### src/rtl/instr_fetch_unit_pkg.sv
// rtl/instr_fetch_unit_pkg.sv - shared constants, state encoding and helpers for the fetch stage
package instr_fetch_unit_pkg;

  // Default fetch parameters
  localparam logic [31:0] IFU_RESET_PC = 32'h0000_3000;
  localparam logic [31:0] IFU_PC_STEP  = 32'd4;

  // Instruction field bit positions
  localparam int OPCODE_HI = 31;
  localparam int OPCODE_LO = 26;
  localparam int RS_HI     = 25;
  localparam int RS_LO     = 21;
  localparam int RT_HI     = 20;
  localparam int RT_LO     = 16;
  localparam int RD_HI     = 15;
  localparam int RD_LO     = 11;
  localparam int SHAMT_HI  = 10;
  localparam int SHAMT_LO  = 6;
  localparam int FUNCT_HI  = 5;
  localparam int FUNCT_LO  = 0;
  localparam int IMM_HI    = 15;
  localparam int IMM_LO    = 0;

  // Fetch FSM states
  typedef enum logic [1:0] {
    S_REQ  = 2'd0,
    S_WAIT = 2'd1,
    S_HOLD = 2'd2,
    S_DROP = 2'd3
  } fetch_state_e;

  // Force a target address onto a word boundary
  function automatic logic [31:0] align_pc(input logic [31:0] pc);
    return {pc[31:2], 2'b00};
  endfunction

endpackage

### src/rtl/instr_fetch_unit_pc_reg.sv
// rtl/instr_fetch_unit_pc_reg.sv - program counter with sequential adder and redirect mux
module instr_fetch_unit_pc_reg
  import instr_fetch_unit_pkg::*;
#(
  parameter logic [31:0] RESET_PC = IFU_RESET_PC,
  parameter logic [31:0] PC_STEP  = IFU_PC_STEP
) (
  input  logic        clk,
  input  logic        rst_n,
  input  logic        advance_i,
  input  logic        redirect_i,
  input  logic [31:0] redirect_pc_i,
  output logic [31:0] pc_o,
  output logic [31:0] pc_seq_o
);

  logic [31:0] pc_q;
  logic [31:0] pc_d;

  // 32-bit add wraps 0xFFFF_FFFC -> 0 naturally
  assign pc_seq_o = pc_q + PC_STEP;
  assign pc_o     = pc_q;

  // Redirect beats sequential advance; targets are forced word-aligned
  always_comb begin
    pc_d = pc_q;
    if (redirect_i) begin
      pc_d = align_pc(redirect_pc_i);
    end else if (advance_i) begin
      pc_d = pc_seq_o;
    end
  end

  // PC register
  always_ff @(posedge clk or negedge rst_n) begin
    if (!rst_n) begin
      pc_q <= RESET_PC;
    end else begin
      pc_q <= pc_d;
    end
  end

endmodule

### src/rtl/instr_fetch_unit.sv
// rtl/instr_fetch_unit.sv - fetch stage: PC, single-outstanding imem read, IF/ID slot and field split
module instr_fetch_unit
  import instr_fetch_unit_pkg::*;
#(
  parameter logic [31:0] RESET_PC = IFU_RESET_PC,
  parameter logic [31:0] PC_STEP  = IFU_PC_STEP
) (
  input  logic        clk,
  input  logic        rst_n,
  output logic        imem_req,
  output logic [31:0] imem_addr,
  input  logic        imem_ready,
  input  logic [31:0] imem_rdata,
  input  logic        id_stall,
  input  logic        redirect,
  input  logic [31:0] redirect_pc,
  output logic        if_valid,
  output logic [31:0] if_instr,
  output logic [31:0] if_pc,
  output logic [31:0] if_pc_plus4,
  output logic [5:0]  opcode,
  output logic [4:0]  rs,
  output logic [4:0]  rt,
  output logic [4:0]  rd,
  output logic [4:0]  shamt,
  output logic [5:0]  funct,
  output logic [15:0] imm16,
  output logic        misalign
);

  fetch_state_e state_q;
  logic         if_valid_q;
  logic [31:0]  if_instr_q;
  logic [31:0]  if_pc_q;
  logic [31:0]  if_pc_plus4_q;
  logic         misalign_q;

  logic [31:0]  pc;
  logic [31:0]  pc_seq;
  logic         slot_blocked;
  logic         req_raw;
  logic         capture;

  // Slot full and decode not draining it: nothing new may land
  assign slot_blocked = if_valid_q && id_stall;

  // Request is driven by the state; S_REQ withholds it while the slot is blocked
  always_comb begin
    req_raw = 1'b0;
    case (state_q)
      S_REQ:           req_raw = !slot_blocked;
      S_WAIT, S_DROP:  req_raw = 1'b1;
      default:         req_raw = 1'b0;
    endcase
  end

  assign imem_req  = rst_n & req_raw;
  assign imem_addr = pc;

  // A live (non-squashed) response lands in the slot; S_WAIT only follows a free slot
  assign capture = imem_ready && !redirect &&
                   ((state_q == S_REQ && !slot_blocked) || state_q == S_WAIT);

  instr_fetch_unit_pc_reg #(
    .RESET_PC (RESET_PC),
    .PC_STEP  (PC_STEP)
  ) u_pc_reg (
    .clk           (clk),
    .rst_n         (rst_n),
    .advance_i     (capture),
    .redirect_i    (redirect),
    .redirect_pc_i (redirect_pc),
    .pc_o          (pc),
    .pc_seq_o      (pc_seq)
  );

  // Fetch FSM, IF/ID slot and misalign pulse
  always_ff @(posedge clk or negedge rst_n) begin
    if (!rst_n) begin
      state_q       <= S_REQ;
      if_valid_q    <= 1'b0;
      if_instr_q    <= 32'd0;
      if_pc_q       <= 32'd0;
      if_pc_plus4_q <= 32'd0;
      misalign_q    <= 1'b0;
    end else begin
      misalign_q <= redirect && (redirect_pc[1:0] != 2'b00);
      if (redirect) begin
        // Squash the slot; an unanswered request must still be drained
        if_valid_q <= 1'b0;
        state_q    <= (req_raw && !imem_ready) ? S_DROP : S_REQ;
      end else begin
        if (capture) begin
          if_valid_q    <= 1'b1;
          if_instr_q    <= imem_rdata;
          if_pc_q       <= pc;
          if_pc_plus4_q <= pc_seq;
        end else if (!id_stall) begin
          if_valid_q <= 1'b0;
        end
        case (state_q)
          S_REQ: begin
            if (slot_blocked) begin
              state_q <= S_HOLD;
            end else if (!imem_ready) begin
              state_q <= S_WAIT;
            end
          end
          S_WAIT: if (imem_ready) state_q <= S_REQ;
          S_HOLD: if (!id_stall) state_q <= S_REQ;
          S_DROP: if (imem_ready) state_q <= S_REQ;
          default: state_q <= S_REQ;
        endcase
      end
    end
  end

  assign if_valid    = if_valid_q;
  assign if_instr    = if_instr_q;
  assign if_pc       = if_pc_q;
  assign if_pc_plus4 = if_pc_plus4_q;
  assign misalign    = misalign_q;

  assign opcode = if_instr_q[OPCODE_HI:OPCODE_LO];
  assign rs     = if_instr_q[RS_HI:RS_LO];
  assign rt     = if_instr_q[RT_HI:RT_LO];
  assign rd     = if_instr_q[RD_HI:RD_LO];
  assign shamt  = if_instr_q[SHAMT_HI:SHAMT_LO];
  assign funct  = if_instr_q[FUNCT_HI:FUNCT_LO];
  assign imm16  = if_instr_q[IMM_HI:IMM_LO];

endmodule
### config.mk
export PLATFORM = sky130hd
export DESIGN_NAME = instr_fetch_unit
export DESIGN_NICKNAME = d
export VERILOG_FILES = /design/src/rtl/instr_fetch_unit_pkg.sv /design/src/rtl/instr_fetch_unit_pc_reg.sv /design/src/rtl/instr_fetch_unit.sv
export SDC_FILE = /design/constraint.sdc
export NUM_CORES = 1
export LEC_CHECK = 0
export ABC_AREA = 1
export BUFFER_PORTS_ARGS = -buffer_cell sky130_fd_sc_hd__clkbuf_2
export CAP_MARGIN = 5
export CORE_MARGIN = 2
export CORE_UTILIZATION = 40
export DETAILED_ROUTE_END_ITERATION = 12
export PLACE_DENSITY = 0.7
export SLEW_MARGIN = 40
export SYNTH_ARGS = -nofsm -noshare
export SYNTH_HDL_FRONTEND = slang
export SYNTH_SLANG_ARGS = --single-unit
### constraint.sdc
create_clock -name clk -period 1.5 [get_ports clk]
set_clock_uncertainty 0.1 [all_clocks]
set_input_delay 0.15 -clock clk [delete_from_list [all_inputs] [get_ports clk]]
set_output_delay 0.15 -clock clk [all_outputs]
set_load 0.05 [all_outputs]
==> metrics.txt <==
placed cell count between 1,000 and 1,500; sequential area share after synthesis roughly 50%; adder-cell share of the synthesized area less than 1%; Post-Syn Area 6176 um2; HP Class in -> reg; H-tree Lvls 4; fmax approximately 0.61 GHz; Clock Tree Root clkbuf_16; Pwr Density between 1500 and 2000 nW/um2; CTS tree built; Synth Warn # 0; simple-gate share of the synthesized area approximately 30%; mean number of vias per cell roughly 4.8; Post-Synthesis Cells 770; XOR/XNOR Fraction of Synth Area less than 1%; Rows 45; # Max-Cap Violations 0; failing checks setup timing; status finished with violations; CP max FO 2; Crit path required time about 1.3 ns; initial antenna violation count 0; port bufs approximately 240; mux contribution to synthesized area 0%; layout cell share with drive strength beyond 1 between 40 and 50%; Sink Count 126; Tmin final around 1.6 ns; fillers ~1,200; maximum clock insertion buffer count 2; # DRC 0; Final Cycle Share 108.4%; Starting DRT DRC Count 384; Final Hold Viols 0; ant diodes 0; Final HPWL DP 13,610 um; largest net degree at the start of global routing slightly below 80; final setup vio count 34; Tot Pwr ~17 mW; final instance area around 9600 um2; unrepaired setup endpoints after global routing yes; gr usage total approximately a quarter; DR WL/cell 16.21 um; Core Area 15,150 um2; TritonRoute pass-1 iters 4; peak supply drop between 800 and 900 uV; Ports approximately 250; Final ANT Viol Nets 0; Clk Latency, worst-skew pair 0.41 ns; Layout Nets roughly 1,200; largest family of logic cells by synthesized area simple AND/OR/NAND/NOR gates; startpoint types flip-flop; CP Class reg -> out; Layout area overhead 56.02%; grt total ovfl 0; dpl cell area ~7500 um2; Initial Utilization around 41%; Crit. End Element primary output; Yosys cell types 28; leakage power total between 5 and 6 nW; Vias just over 6,000; number of global-route vias before repair around 6,000; compound-gate portion of the synthesized area under 10%; count of final max-slew check failures 0; arrival time at the worst endpoint between 1 and 1.5 ns; total wire length approximately 21,000 um; Mean Syn Cell Area between 8 and 9 um2; GP Congestion 0.8666; die area around 16,000 um2; Yosys reg bits roughly 130; first-pass GRT wire length roughly 31,000 um; Clock Pin Slew Worst Setup and Hold Paths 0.05 ns; fin worst setup slack -0.1262 ns; Layout Cells excl Fill about 1,300; die width roughly 130 um; Die Ht approximately 130 um; TritonCTS buffer count 17
-- placed cells by master, fill, tap and decap left out, types with 3 or more instances in the layout --
cell type	n
nor2_2	12
conb_1	6
o21ai_2	3
nand2_1	308
nand2_2	24
nor2_4	19
buf_6	10
inv_4	3
clkbuf_16	23
nand3_1	21
dfrtp_2	22
buf_12	8
nand2_4	8
clkinv_2	5
inv_1	49
nand3_2	31
o211ai_1	3
clkbuf_1	4
nor2_1	17
bufinv_16	3
dfrtp_1	102
buf_4	49
dlygate4sd3_1	68
inv_2	3
buf_2	6
clkbuf_4	4
o21ai_1	35
clkbuf_8	3
clkbuf_2	227
o21ai_0	11
-- synthesized netlist by cell type --
| cell type | number | area, um2 |
|---|---|---|
| nand2_1 | 336 | 1261 |
| dfrtp_1 | 124 | 3103 |
| buf_4 | 58 | 435.4 |
| inv_1 | 53 | 198.9 |
| nand3_1 | 53 | 265.3 |
| nor2_1 | 40 | 150.1 |
| o21ai_1 | 26 | 130.1 |
| o21ai_0 | 23 | 115.1 |
| buf_6 | 10 | 112.6 |
| buf_2 | 7 | 35.03 |
| nor2_4 | 7 | 78.83 |
| xor2_1 | 4 | 35.03 |
| clkbuf_1 | 3 | 11.26 |
| nand2_2 | 3 | 18.77 |
| nand2_4 | 3 | 33.78 |
| o211ai_1 | 3 | 22.52 |
| and2_1 | 2 | 12.51 |
| buf_8 | 2 | 30.03 |
| dfstp_2 | 2 | 52.55 |
| inv_4 | 2 | 12.51 |
| xnor2_1 | 2 | 17.52 |
| a21oi_1 | 1 | 5.000 |
| conb_1 | 1 | 3.750 |
| ha_1 | 1 | 12.51 |
| inv_2 | 1 | 3.750 |
| nand4_1 | 1 | 6.260 |
| nor2_2 | 1 | 6.260 |
| or2_2 | 1 | 6.260 |
-- final timing paths --
| kind | startpoint | endpoint | slack (ns) | cells after the start |
|---|---|---|---|---|
| min in group asynchronous | rst_n | if_pc[21] | 0.20 | 3 |
| setup / recovery | state_q[1] | imem_req | -0.13 | 6 |
| max in group asynchronous | rst_n | u_pc_reg.pc_o[9] | 0.67 | 3 |
| hold reg to reg | if_pc_plus4[19] | if_pc_plus4[19] | 0.38 | 2 |
| setup reg to reg | u_pc_reg.pc_o[3] | u_pc_reg.pc_o[10] | -0.09 | 8 |
| hold / removal | redirect | state_q[1] | 0.02 | 4 |
-- final cells by class --
type	instances	area, um2	share of cell area (%)
Sequential cell	126	3183	33.03
Timing Repair Buffer	381	2738	28.41
Multi-Input combinational cell	513	2658	27.58
Clock buffer	24	481.7	4.999
Tap cell	188	235.2	2.441
Inverter	56	225.2	2.337
Clock inverter	8	115.1	1.195
-- layer usage --
| metal | vias up | GRT usage, % | share of wire [%] |
|---|---|---|---|
| met5 | - | 0 | 0 |
| met4 | 0 | 8.791 | 2.4 |
| met3 | 31 | 4.800 | 6.0 |
| met2 | 250 | 43.24 | 50 |
| met1 | 2965 | 28.45 | 42 |
| li1 | 2975 | - | - |
-- what timing repair did --
item,CTS,global route
hold buffers,68,0
pin swaps,24,41
buffers inserted,11,12
gates cloned,1,4
endpoints found under the setup margin,40,130
gates resized for setup,62,100
endpoints found under the hold margin,189,0
-- critical path, stage by stage, from the launching register on --
cell and delay [ns]:
dfrtp_1 0.38, nor2_2 0.15, nand2_2 0.08, nand2_2 0.08
inv_2 0.05, nor2_4 0.08, buf_8 0.15
-- metrics by stage --
step / hold slack [ns] / worst slack [ns] / setup TNS, ns / util, %
after floorplan: -0.2456 / -0.1488 / -4.007 / -
after global placement: 0.08260 / -0.1199 / -0.8560 / 49.61
after detailed placement: 0.07982 / -0.1150 / -2.094 / 49.61
after CTS: 0.01603 / -0.1793 / -2.550 / 60.56
after global routing: 0.03070 / -0.2003 / -4.788 / 63.62
final: 0.02199 / -0.1262 / -1.946 / 63.62
-- state kept, by name (all words and copies together) (netlist names) --
register,count
state_q,2
if_instr,32
if_valid,1
if_pc,30
if_pc_plus4,30
misalign,1
u_pc_reg.pc_o,30
-- power breakdown --
group | switching, mW | internal (mW)
Clock | 1.46 | 2.73
Sequential | 0.684 | 4.26
Combinational | 6.07 | 1.90
Total | 8.21 | 8.89
-- cells by family after synthesis --
group | after synthesis
adder cells (fa/ha/maj) | 1
AND/OR/NAND/NOR | 447
buffers and inverters | 136
XOR/XNOR | 6
other | 1
AO/OA/AOI/OAI | 53
flip-flops | 126
Power figures use the tool's default switching activity.
